File: src/rtl/risc8_run_ctrl.sv
// Run controller for the risc8 core: reset pulse, run enable, halt/stall/timeout detection.
// Optional PC trace buffer when RISC8_RUN_TRACE_EN is defined; otherwise o_trace_pc reads 0.
module risc8_run_ctrl #(
    parameter int PC_W        = 16,
    parameter int CNT_W       = 16,
    parameter int RST_CYCLES  = 2,
    parameter int MAX_CYCLES  = 300,
    parameter int STALL_LIMIT = 8,
    parameter int TRACE_DEPTH = 8
) (
    input  logic                           clk,
    input  logic                           reset,
    input  logic                           i_start,
    input  logic                           i_abort,
    input  logic                           i_cpu_done,
    input  logic [PC_W-1:0]                i_cpu_pc,
    output logic                           o_cpu_reset,
    output logic                           o_cpu_run,
    output logic                           o_busy,
    output logic                           o_finished,
    output logic [1:0]                     o_status,
    output logic [CNT_W-1:0]               o_cycle_count,
    input  logic [$clog2(TRACE_DEPTH)-1:0] i_trace_idx,
    output logic [PC_W-1:0]                o_trace_pc
);
    // state     | meaning
    // S_IDLE    | core held in reset, waiting for start
    // S_RESET   | reset pulse to core, RST_CYCLES long
    // S_RUN     | core executing, cycles counted
    // S_HALTED  | core signalled done
    // S_TIMEOUT | cycle budget exhausted
    // S_STALLED | PC unchanged for STALL_LIMIT run cycles
    typedef enum logic [2:0] {
        S_IDLE, S_RESET, S_RUN, S_HALTED, S_TIMEOUT, S_STALLED
    } state_t;

    localparam int RST_W   = $clog2(RST_CYCLES + 1);
    localparam int STALL_W = $clog2(STALL_LIMIT + 1);

    state_t             r_state;
    state_t             w_state_nxt;
    logic [RST_W-1:0]   r_rst_cnt;
    logic [STALL_W-1:0] r_stall_cnt;
    logic [PC_W-1:0]    r_last_pc;
    logic [CNT_W-1:0]   r_cycle_count;
    logic               r_cpu_reset, r_cpu_run, r_busy, r_finished;
    logic [1:0]         r_status;
    logic [1:0]         w_status_nxt;
    logic               w_pc_same, w_enter_reset, w_enter_run, w_run_step;

    assign w_pc_same     = (i_cpu_pc == r_last_pc);
    assign w_enter_reset = (w_state_nxt == S_RESET) && (r_state != S_RESET);
    assign w_enter_run   = (r_state == S_RESET) && (w_state_nxt == S_RUN);
    assign w_run_step    = (r_state == S_RUN) && !i_abort;

    always_comb begin
        w_state_nxt  = r_state;
        w_status_nxt = 2'd0;
        case (r_state)
            S_IDLE:  if (i_start) w_state_nxt = S_RESET;
            S_RESET: if (r_rst_cnt == '0) w_state_nxt = S_RUN;
            S_RUN: begin
                if (i_cpu_done)
                    w_state_nxt = S_HALTED;
                else if (w_pc_same && (r_stall_cnt == STALL_W'(STALL_LIMIT - 1)))
                    w_state_nxt = S_STALLED;
                else if (r_cycle_count == CNT_W'(MAX_CYCLES - 1))
                    w_state_nxt = S_TIMEOUT;
            end
            S_HALTED, S_TIMEOUT, S_STALLED: if (i_start) w_state_nxt = S_RESET;
            default: w_state_nxt = S_IDLE;
        endcase
        if (i_abort) w_state_nxt = S_IDLE;
        case (w_state_nxt)
            S_HALTED:  w_status_nxt = 2'd1;
            S_TIMEOUT: w_status_nxt = 2'd2;
            S_STALLED: w_status_nxt = 2'd3;
            default:   w_status_nxt = 2'd0;
        endcase
    end

    always_ff @(posedge clk) begin
        if (reset) begin
            r_state       <= S_IDLE;
            r_cpu_reset   <= 1'b1;
            r_cpu_run     <= 1'b0;
            r_busy        <= 1'b0;
            r_finished    <= 1'b0;
            r_status      <= 2'd0;
            r_cycle_count <= '0;
            r_rst_cnt     <= '0;
            r_stall_cnt   <= '0;
            r_last_pc     <= '0;
        end else begin
            r_state     <= w_state_nxt;
            r_cpu_reset <= (w_state_nxt == S_IDLE) || (w_state_nxt == S_RESET);
            r_cpu_run   <= (w_state_nxt == S_RUN);
            r_busy      <= (w_state_nxt == S_RESET) || (w_state_nxt == S_RUN);
            r_finished  <= (w_state_nxt == S_HALTED) || (w_state_nxt == S_TIMEOUT)
                           || (w_state_nxt == S_STALLED);
            r_status    <= w_status_nxt;

            if (w_enter_reset) begin
                r_rst_cnt     <= RST_W'(RST_CYCLES - 1);
                r_cycle_count <= '0;
            end else begin
                if ((r_state == S_RESET) && (r_rst_cnt != '0))
                    r_rst_cnt <= r_rst_cnt - RST_W'(1);
                if (w_run_step)
                    r_cycle_count <= r_cycle_count + CNT_W'(1);
            end

            // Last PC is taken at the RESET->RUN edge so the first run cycle compares against it
            if (w_enter_run) begin
                r_last_pc   <= i_cpu_pc;
                r_stall_cnt <= '0;
            end else if (w_run_step) begin
                r_last_pc   <= i_cpu_pc;
                r_stall_cnt <= w_pc_same ? (r_stall_cnt + STALL_W'(1)) : '0;
            end
        end
    end

    assign o_cpu_reset   = r_cpu_reset;
    assign o_cpu_run     = r_cpu_run;
    assign o_busy        = r_busy;
    assign o_finished    = r_finished;
    assign o_status      = r_status;
    assign o_cycle_count = r_cycle_count;

`ifdef RISC8_RUN_TRACE_EN
    localparam int IDX_W = $clog2(TRACE_DEPTH);

    logic [PC_W-1:0]  r_trace [TRACE_DEPTH];
    logic [IDX_W-1:0] r_wptr;
    logic [IDX_W-1:0] w_rd_idx;

    always_ff @(posedge clk) begin
        if (reset || w_enter_reset) begin
            for (int i = 0; i < TRACE_DEPTH; i++) r_trace[i] <= '0;
            r_wptr <= '0;
        end else if (w_run_step && !w_pc_same) begin
            r_trace[r_wptr] <= i_cpu_pc;
            r_wptr          <= r_wptr + IDX_W'(1);
        end
    end

    // Index 0 is the newest entry; pointer arithmetic wraps at the power-of-2 depth
    assign w_rd_idx   = r_wptr - IDX_W'(1) - i_trace_idx;
    assign o_trace_pc = r_trace[w_rd_idx];
`else
    logic w_unused_trace;
    assign w_unused_trace = ^i_trace_idx;
    assign o_trace_pc     = '0;
`endif

endmodule

File: config.mk
export PLATFORM = sky130hd
export DESIGN_NAME = risc8_run_ctrl
export DESIGN_NICKNAME = d
export VERILOG_FILES = /design/src/rtl/risc8_run_ctrl.sv
export SDC_FILE = /design/constraint.sdc
export NUM_CORES = 1
export LEC_CHECK = 0
export CAP_MARGIN = 0
export CORE_MARGIN = 2
export CORE_UTILIZATION = 45
export CTS_BUF_LIST = sky130_fd_sc_hd__clkbuf_16
export DETAILED_ROUTE_END_ITERATION = 10
export PLACE_DENSITY = 0.71
export SLEW_MARGIN = 40
export SYNTH_ARGS = -nofsm -noshare
export SYNTH_HDL_FRONTEND = slang
export SYNTH_SLANG_ARGS = --single-unit
File: constraint.sdc
create_clock -name clk -period 2.5 [get_ports clk]
set_clock_uncertainty 0.1 [all_clocks]
set_input_delay 0.375 -clock clk [delete_from_list [all_inputs] [get_ports clk]]
set_output_delay 0.375 -clock clk [all_outputs]
set_load 0.03 [all_outputs]
==> impl_summary.txt, run 1 <==
----------------------------------------------------
[CTS]
  Clk buf depth ... 2
  Clock latency on the worst-skew pair ... 0.28 ns
  Hold Buf Count CTS ... 0
  Sinks on Clock Net ... 47
  Level count of the clock H-tree ... 2
  TritonCTS clock tree ... done
  Buffer type at the clock tree root ... clkbuf_16
  Post-CTS setup buffers ... 0
  Clock buffers created by TritonCTS ... 5
  Clock-pin slew reported for the worst setup and hold paths after clock tree synthesis ... about 0.060 ns
  # resized after CTS ... 0

[Critical path]
  Critical Path Fanout Max ... 12
  Arrival time of the worst setup path ... ~2.3 ns
  Type of element capturing the critical path ... flop
  Worst reg-to-reg path cell count ... 6
  Delay of the slowest cell on the worst path ... 0.52 ns
  Launch point of the worst reg-to-reg path ... r_state[1]$_SDFF_PP0_
  Cells along the critical path ... clkdlybuf4s50_1 -> nor4b_2 -> buf_4 -> and3_1 -> and4_1 -> xnor2_1 -> nor2_1
  FF-to-FF setup slack ... 0.38 ns
  Endpoint of the lowest-slack register-to-register path ... o_cycle_count[14]$_SDFFE_PP0P_
  Worst setup SP type ... primary input
  WP data required ... 2.58 ns
  Slowest cell on the critical path ... nor4b_2
  Origin of the worst setup path ... i_abort
  Crit path kind ... in2reg

[Route]
  Vias after detailed routing ... 1781
  Vias per cell ... 4.80
  Starting DRT DRC Count ... 106
  Wire per inst ... 12.0 microns
  Iteration count of the initial detailed-routing pass ... 4
  Number of remaining DRC errors ... 0
  Post-detailed-routing wire length ... 4440 microns
  Number of nets still failing antenna checks after routing ... 0

[Global route]
  First-pass GRT wire length ... 7400 microns
  Total gr overflow ... 0
  Largest net degree at the start of global routing ... 17
  Initial antenna violation count ... 0
  Via count of the first global-routing pass ... roughly 1600
  GRT Overall Usage ... approximately 17%

[Finish]
  Proportion of layout cells with a drive suffix above 1 ... 7.64%
  Final standard cell count with taps included and fillers excluded ... 371
  Layout overhead on the synthesized area ... 26.1%
  Core occupancy in the finished layout ... between 50 and 60%
  Ant. Diodes ... 0
  Filler instances ... 477
  Combined area of the multi-input logic cells ... approximately 0.0013 sq mm
  Final net count ... about 330
  Area taken by flip-flops and latches ... 941 sq um

[Power]
  Static Leak ... 0.00117 uW
  Power per standard cell area ... a little under 600 mW/mm^2
  Switch share ... 22.8%
  Cell-internal power ... about 1300 uW
  Clk pwr share ... between 40% and 50%
  NetSw ... 392 uW
  Proportion of power drawn by combinational gates ... between 10% and 20%
  Worst ir drop on vdd ... 0.371 mV
  Flop pwr share ... about 46%

[Synthesis]
  EDFF count, synth ... 0
  Share of Yosys cell area claimed by the top area cell type ... 40.5%
  Primary FF master, synth ... dfxtp_1
  Sequential cell area fraction in the yosys report ... 40.5%
  Synthesis Warnings ... 0
  Number of flip-flops and latches in the synthesized netlist ... 47
  Syn Area/Cell ... 9.10 sq um
  Ranking of synthesized cells by area ... dfxtp_1 (41%), xnor2_1 (8.3%), nor2_1 (7.4%)
  Area of the mapped netlist ... 0.00232 sq mm
  Synth cell types ... 47
  Cell with the most instances after synthesis ... dfxtp_1
  Dominant cell type by area after synthesis ... dfxtp_1
  Ys async rst share ... 0%
  Number of instances in the synthesized netlist ... about 260
  Post-synth top cells ... dfxtp_1 (47), nor2_1 (46), xnor2_1 (22)

[Worst hold path]
  Type of the tightest min-delay check ... reg2reg
  Endpoint of the worst hold-timing path ... r_rst_cnt[0]$_SDFFE_PP0P_
  Hold Startpoint ... r_rst_cnt[0]$_SDFFE_PP0P_
  Cell count of the worst hold path ... 1

[Floorplanning]
  Initial Utilization ... 46.0%
  Cell row count ... 26
  Y dimension of the die ... ~76 microns
  Number of I/O pins ... 62
  Die Outline Area ... 0.00575 sq mm
  Chip width ... 75.8 microns
  Placeable core area ... 0.00504 sq mm

[Place]
  Placed cells ... between 300 and 400
  Worst slack at placement ... -0.0446 ns
  Final RePlAce weighted congestion ... 0.833
  Final HPWL from detailed placement ... 3170 microns
  Number of buffer cells added on primary ports ... 42

[STA]
  Setup TNS Final ... 0 ns
  RSZ-0062 raised after global routing ... false
  Total of endpoints with negative setup slack in the final report ... 0
  Fin crit period ... 2.24 ns
  Remaining max-slew budget at the tightest pin ... 59.3%
  Crit share post-route ... 89.5%
  Final hold vios ... 0
  Final worst-path setup slack ... about 0.26 ns
  Fmax achieved ... approximately 0.45 GHz
  Worst Tran Pin Value ... 0.609 ns
  Hold WS ... around 0.37 ns
  Max Slew Vio Count ... 0

[Outcome]
  Outcome ... completed

[Run]
  Count of max-cap constraint violations ... 0

----------------------------------------------------
==> cells by family after synthesis <==
family                   synth area share (%)
AO/OA/AOI/OAI                            6.41
XOR/XNOR                                 12.8
adder cells (fa/ha/maj)                  1.62
buffers and inverters                    8.19
flip-flops                               40.5
multiplexers                             6.90
other                                   0.162
AND/OR/NAND/NOR                          23.3
==> cells in the final DEF, fill, tap and decap left out, types with 3 or more instances in the layout <==
cell type         n
buf_4             7
a21oi_1           4
clkdlybuf4s50_1  42
nand2_1          16
conb_1           16
and3_1            3
o21ai_0           3
mux2i_1          16
nor2_1           46
nand4_1          10
dfxtp_1          47
nor3_1            3
inv_1             5
ha_1              3
clkbuf_16         5
xnor2_1          22
xor2_1           12
==> worst max-delay path, delay by kind of cell <==
kind / cells / cell delay (ns)
and+or+nand+nor: 4 / 1.03
buffers and inverters: 2 / 0.77
xor gates and xnor gates: 1 / 0.12
==> registers in the layout, summed over array words and instances, names as in the netlist, 2 cells and up <==
name,flops
r_state,3
o_cycle_count,16
r_stall_cnt,4
o_status,2
r_last_pc,16
r_rst_cnt,2
==> worst max-delay path by stage <==
stage,depth (start not counted),to
after CTS,7,o_cycle_count[14]$_SDFFE_PP0P_
after global routing,7,o_cycle_count[14]$_SDFFE_PP0P_
final,7,o_cycle_count[14]$_SDFFE_PP0P_
after detailed placement,7,o_cycle_count[14]$_SDFFE_PP0P_
after floorplan,5,o_finished$_SDFF_PP0_
after global placement,5,r_last_pc[13]$_SDFFE_PP0P_
==> final cells by class <==
class                           count  share of cell area [%]
Timing Repair Buffer               49                    16.2
Inverter                            4                   0.513
Sequential cell                    47                    32.2
Multi-Input combinational cell    194                    42.8
Tap cell                           70                    2.99
Clock inverter                      2                    1.15
Clock buffer                        5                    4.28
==> layer usage <==
layer | up-vias | GRT usage [%] | wire (microns)
met4 | 0 | 5.85 | 64
met5 | - | 0 | 0
li1 | 925 | - | -
met3 | 6 | 4.76 | 241
met2 | 40 | 26.9 | 2000
met1 | 810 | 22.0 | 2130
==> power by group through the flow <==
stage / sequential, uW / clock (uW) / combinational [uW]
after global routing: 786 / 772 / 245
after global placement: 799 / 0 / 221
after floorplan: 805 / 0 / 165
after CTS: 783 / 738 / 225
final: 783 / 717 / 223
after detailed placement: 800 / 0 / 223
==> stage by stage <==
| step | area, sq um | power [uW] |
|---|---|---|
| 6_report | 2930 | 1720 |
| 5_1_grt | 2930 | 1800 |
| 4_1_cts | 2930 | 1750 |
| 3_5_place_dp | 2770 | 1020 |
| 3_3_place_gp | 2760 | 1020 |
| 2_1_floorplan | 2380 | 970 |
(Power assumes the default switching activity.)
==> run 2, diff against run 1 <==
GPL_TIMING_DRIVEN = 0   (was unset)
==> run 2 against run 1 <==
  * Utilization grew 2.1 points
  * Global-route usage up 0.37 points
  * Sequential power is essentially flat
  * Critical path depth grew 1
  * Worst hold slack better by 0.011 ns
  * Clock-buffer cell count unchanged
  * Register-to-register slack lost 0.08 ns
  * Fmax decreased by 5.0%
  * Wire length increased by 4.4%
  * Cell count increased by 4.9%
  * Flip-flop and latch count unchanged
  * Clock power down 7.8%
  * Largest cell class unchanged
  * Largest power group unchanged
==> impl_summary.txt, run 2 (synthesized netlist as in run 1, its figures left out) <==
----------------------------------------------------
[Outcome]
  Outcome ... completed

[Power]
  Worst ir drop on vdd ... 0.357 mV
  Static Leak ... about 0.0012 uW
  Power per standard cell area ... 557 mW/mm^2

[Critical path]
  Endpoint of the lowest-slack register-to-register path ... o_cycle_count[14]$_SDFFE_PP0P_
  Arrival time of the worst setup path ... 2.43 ns
  FF-to-FF setup slack ... 0.30 ns
  Worst reg-to-reg path cell count ... 9
  WP data required ... 2.58 ns
  Crit path kind ... in2reg
  Critical Path Fanout Max ... 10
  Worst setup SP type ... primary input
  Type of element capturing the critical path ... flop
  Launch point of the worst reg-to-reg path ... r_rst_cnt[0]$_SDFFE_PP0P_

[Place]
  Number of buffer cells added on primary ports ... 41
  Post-place instance area ... about 0.0029 sq mm
  Final RePlAce weighted congestion ... 0.807
  Placed cells ... 381
  Final HPWL from detailed placement ... 3390 microns
  Worst slack at placement ... -0.165 ns

[Finish]
  Most frequent standard cell in the layout excluding fill and tap cells ... dfxtp_1
  Final standard cell count with taps included and fillers excluded ... 389
  Final net count ... 345
  Design area ... 0.00303 sq mm
  Core occupancy in the finished layout ... 60.1%
  Proportion of layout cells with a drive suffix above 1 ... 12.9%
  Filler instances ... between 400 and 500
  Ant. Diodes ... 0
  Highest-count cells in the layout ignoring fill and taps ... dfxtp_1 (47), nor2_1 (46), clkdlybuf4s50_1 (41)
  Layout overhead on the synthesized area ... 30.6%

[STA]
  Fmax achieved ... approximately 0.42 GHz
  Total of endpoints with negative setup slack in the final report ... 0
  Max Slew Vio Count ... 0
  Hold WS ... 0.378 ns
  RSZ-0062 raised after global routing ... false
  Remaining max-slew budget at the tightest pin ... a little over half
  Final hold vios ... 0
  Crit share post-route ... 94.2%
  Worst Tran Pin Value ... 0.686 ns
  Final worst-path setup slack ... 0.146 ns
  Fin crit period ... 2.35 ns

[Global route]
  GRT Overall Usage ... 17.3%
  Most utilized layer in the global route result ... met2
  Via count of the first global-routing pass ... 1688
  Total gr overflow ... 0
  Largest net degree at the start of global routing ... 17
  Global Route met2 Usage ... 27.9%
  Met3 usage in global routing ... 4.10%
  First-pass GRT wire length ... between 7000 and 8000 microns
  GR met1 Demand/Resource ... 22.2%
  Initial antenna violation count ... 0

[Floorplanning]
  Placeable core area ... approximately 0.0050 sq mm
  Number of I/O pins ... 62
  Die Outline Area ... between 0.005 and 0.006 sq mm
  Chip width ... 75.8 microns
  Initial Utilization ... 46.0%
  Y dimension of the die ... 75.8 microns
  Cell row count ... 26

[Worst hold path]
  Type of the tightest min-delay check ... reg2reg
  Hold Startpoint ... r_rst_cnt[0]$_SDFFE_PP0P_
  Cell count of the worst hold path ... 1
  Endpoint of the worst hold-timing path ... r_rst_cnt[0]$_SDFFE_PP0P_

[CTS]
  Post-CTS setup buffers ... 0
  TritonCTS clock tree ... done
  Hold Buf Count CTS ... 0
  Clock-pin slew reported for the worst setup and hold paths after clock tree synthesis ... roughly 0.060 ns
  Level count of the clock H-tree ... 2
  Clk buf depth ... 2
  Sinks on Clock Net ... 47
  Clock buffers created by TritonCTS ... 5
  # resized after CTS ... 0
  Buffer type at the clock tree root ... clkbuf_16
  Clock latency on the worst-skew pair ... between 0.2 and 0.3 ns

[Route]
  Wire per inst ... 11.9 microns
  Starting DRT DRC Count ... 94
  Vias after detailed routing ... 1891
  Post-detailed-routing wire length ... ~4600 microns
  Number of nets still failing antenna checks after routing ... 0
  Number of remaining DRC errors ... 0
  Iteration count of the initial detailed-routing pass ... 4
  Vias per cell ... 4.86

[Run]
  Count of max-cap constraint violations ... 0

----------------------------------------------------
## run 2: cell type report
class | count | area [sq um] | share of cell area, %
clock inverters | 3 | 23.8 | 0.784
well taps | 70 | 87.6 | 2.89
plain buffers | 25 | 175 | 5.78
flip-flops and latches | 47 | 941 | 31.0
repair buffers | 41 | 410 | 13.5
clock buffers | 5 | 125 | 4.13
multi-input cells | 194 | 1250 | 41.3
inverters | 4 | 15.0 | 0.495
## run 2: power breakdown
group / internal, uW / leakage, uW / switching (uW)
registers: 768 / 0.000380 / 12.8
clock network: 374 / 0.0000664 / 287
logic: 115 / 0.000791 / 131
## run 2: worst max path at each step
| stage | from | end |
|---|---|---|
| 2_1_floorplan | o_cycle_count[9]$_SDFFE_PP0P_ | o_finished$_SDFF_PP0_ |
| 3_3_place_gp | i_cpu_pc[4] | o_finished$_SDFF_PP0_ |
| 3_5_place_dp | i_cpu_pc[7] | o_finished$_SDFF_PP0_ |
| 4_1_cts | i_cpu_pc[14] | o_finished$_SDFF_PP0_ |
| 5_1_grt | i_abort | o_cycle_count[14]$_SDFFE_PP0P_ |
| 6_report | i_abort | o_cycle_count[14]$_SDFFE_PP0P_ |
## run 2: routing by layer
layer  vias to the layer above  wire length (microns)
met5                         -                      0
met4                         0                     74
met3                         9                    224
met2                        42                   2140
met1                       882                   2190
li1                        958                      -
## run 2: worst max-delay path, stage by stage
cell and delay [ns]:
clkdlybuf4s50_1 0.52, nor4b_2 0.59, nand2_1 0.12, o31ai_1 0.20, a31o_1 0.23, buf_4 0.16
buf_4 0.18, nor2_1 0.06
## run 2: stage by stage
| step | TNS, ns | power [uW] |
|---|---|---|
| 2_1_floorplan | 0 | 970 |
| 3_3_place_gp | -1.05 | 1040 |
| 3_5_place_dp | -1.64 | 1040 |
| 4_1_cts | 0 | 1710 |
| 5_1_grt | 0 | 1760 |
| 6_report | 0 | 1690 |
==> run 3, diff against run 2 <==
CELL_PAD_IN_SITES_DETAIL_PLACEMENT = 0   (was unset)
CELL_PAD_IN_SITES_GLOBAL_PLACEMENT = 1   (was unset)
CORE_UTILIZATION = 36   (was 45)
PLACE_DENSITY = 0.76   (was 0.71)
==> run 3 against run 2 <==
  * Die area grew 24%
  * Clock power shrank 3.8%
  * Global-route usage shrank 3.6 points
  * Cell area grew 0.45%
  * Via count shrank 1.7%
  * Wire length grew 3.8%
==> impl_summary.txt, run 3 (synthesized netlist as in run 1, its figures left out) <==
----------------------------------------------------
[Outcome]
  Outcome ... completed

[CTS]
  Buffer type at the clock tree root ... clkbuf_16
  Hold Buf Count CTS ... 0
  Clock-pin slew reported for the worst setup and hold paths after clock tree synthesis ... 0.06 ns
  Clock buffers created by TritonCTS ... 5
  Clock latency on the worst-skew pair ... roughly 0.28 ns
  Level count of the clock H-tree ... 2
  Sinks on Clock Net ... 47
  TritonCTS clock tree ... done
  Post-CTS setup buffers ... 0
  Clk buf depth ... 2

[STA]
  Worst Tran Pin Value ... between 0.6 and 0.7 ns
  Total of endpoints with negative setup slack in the final report ... 0
  Setup TNS Final ... 0 ns
  RSZ-0062 raised after global routing ... false
  Crit share post-route ... 93.4%
  Fmax achieved ... ~0.43 GHz
  Fin crit period ... between 2 and 2.5 ns
  Max Slew Vio Count ... 0
  Remaining max-slew budget at the tightest pin ... 53.5%
  Hold WS ... ~0.38 ns
  Final hold vios ... 0

[Route]
  Number of nets still failing antenna checks after routing ... 0
  Starting DRT DRC Count ... between 100 and 150
  Wire per inst ... 12.1 microns
  Number of remaining DRC errors ... 0
  Post-detailed-routing wire length ... between 4000 and 5000 microns
  Iteration count of the initial detailed-routing pass ... 4
  Vias after detailed routing ... 1859
  Vias per cell ... ~4.7

[Worst hold path]
  Hold Startpoint ... r_stall_cnt[1]$_SDFFE_PP0P_
  Type of the tightest min-delay check ... reg2reg
  Cell count of the worst hold path ... 2
  Endpoint of the worst hold-timing path ... r_stall_cnt[1]$_SDFFE_PP0P_

[Global route]
  Met3 usage in global routing ... ~3.4%
  Initial antenna violation count ... 0
  Largest net degree at the start of global routing ... 16
  First-pass GRT wire length ... around 8100 microns
  GRT Overall Usage ... 13.7%
  Via count of the first global-routing pass ... 1742
  GR met1 Demand/Resource ... 18.6%
  Most utilized layer in the global route result ... met2
  Global Route met2 Usage ... 21.6%
  Total gr overflow ... 0

[Place]
  Number of buffer cells added on primary ports ... 41
  Final HPWL from detailed placement ... 3480 microns
  Placed cells ... 388
  Final RePlAce weighted congestion ... 0.762

[Finish]
  Layout overhead on the synthesized area ... 31.2%
  Most frequent standard cell in the layout excluding fill and tap cells ... dfxtp_1
  Core occupancy in the finished layout ... around half
  Ant. Diodes ... 0
  Highest-count cells in the layout ignoring fill and taps ... dfxtp_1 (47), nor2_1 (46), clkdlybuf4s50_1 (41)
  Final net count ... ~350
  Proportion of layout cells with a drive suffix above 1 ... 12.9%
  Final standard cell count with taps included and fillers excluded ... 396

[Run]
  Count of max-cap constraint violations ... 0

[Power]
  Worst ir drop on vdd ... 0.352 mV
  NetSw ... 413 uW
  Static Leak ... 0.00124 uW
  Clk pwr share ... 38.2%
  Proportion of power drawn by combinational gates ... 14.9%
  Power per standard cell area ... approximately 550 mW/mm^2
  Switch share ... approximately 25%
  Cell-internal power ... ~1300 uW
  Flop pwr share ... 46.9%
  Total design power ... between 1500 and 2000 uW

[Floorplanning]
  Placeable core area ... 0.00628 sq mm
  Die Outline Area ... roughly 0.007 sq mm
  Chip width ... 84.3 microns
  Cell row count ... 29
  Number of I/O pins ... 62
  Y dimension of the die ... 84.3 microns
  Initial Utilization ... 37.0%

[Critical path]
  Arrival time of the worst setup path ... 2.41 ns
  Endpoint of the lowest-slack register-to-register path ... o_cycle_count[2]$_SDFFE_PP0P_
  Worst reg-to-reg path cell count ... 9
  Crit path kind ... in2reg
  Type of element capturing the critical path ... flop
  Worst setup SP type ... primary input
  Critical Path Fanout Max ... 10
  FF-to-FF setup slack ... roughly 0.28 ns
  WP data required ... 2.57 ns
  Launch point of the worst reg-to-reg path ... r_rst_cnt[0]$_SDFFE_PP0P_

----------------------------------------------------
run 3: cell count changes in the layout (fill, tap and decap cells not counted):
cell	before	now
clkinv_2	0	1
nor4b_2	1	0
nor4b_4	0	1
inv_6	1	0
run 3: worst max path at each step:
stage                                    endpoint  cells after the start                          start
floorplan                   o_finished$_SDFF_PP0_                      5  o_cycle_count[9]$_SDFFE_PP0P_
global placement            o_finished$_SDFF_PP0_                      6                   i_cpu_pc[14]
detailed placement  o_cycle_count[4]$_SDFFE_PP0P_                      8                        i_abort
CTS                 o_cycle_count[2]$_SDFFE_PP0P_                      8                        i_abort
global route        o_cycle_count[2]$_SDFFE_PP0P_                      7                        i_abort
finish              o_cycle_count[2]$_SDFFE_PP0P_                      7                        i_abort
run 3: routing by layer:
metal	part of all wire, %	vias to the layer above	routed length, microns
li1	-	962	-
met3	5.1	2	247
met5	0	-	0
met2	44	46	2120
met1	50	849	2420
met4	0.48	0	23
run 3: repair_timing:
action,4_1_cts,5_1_grt
resized for setup,0,2
endpoints found under the hold margin,0,0
setup endpoints to repair,0,11
run 3: per-stage QoR:
| step | area, sq um | setup slack [ns] |
|---|---|---|
| after floorplan | 2380 | 0.551 |
| after global placement | 2880 | -0.169 |
| after detailed placement | 2880 | -0.156 |
| after CTS | 3030 | 0.130 |
| after global routing | 3040 | 0.0602 |
| final | 3040 | 0.165 |
run 3: cell type report:
class / instances / area [sq um]
Buffer: 25 / 175
Clock buffer: 5 / 125
Clock inverter: 3 / 20.0
Fill cell: 605 / 3230
Inverter: 4 / 15.0
Multi-Input combinational cell: 194 / 1260
Sequential cell: 47 / 941
Tap cell: 77 / 96.3
Timing Repair Buffer: 41 / 410
run 3: power groups by stage:
stage | logic (uW) | registers [uW] | clock network [uW]
6_report | 248 | 782 | 636
5_1_grt | 268 | 784 | 688
4_1_cts | 246 | 781 | 655
3_5_place_dp | 244 | 798 | 0
3_3_place_gp | 245 | 797 | 0
2_1_floorplan | 165 | 805 | 0
run 3: critical path: stages:
cell and delay, ns:
clkdlybuf4s50_1 0.53, a21o_1 0.24, o31ai_1 0.61, a31o_1 0.24, buf_4 0.16, buf_4 0.18
nor2_1 0.06
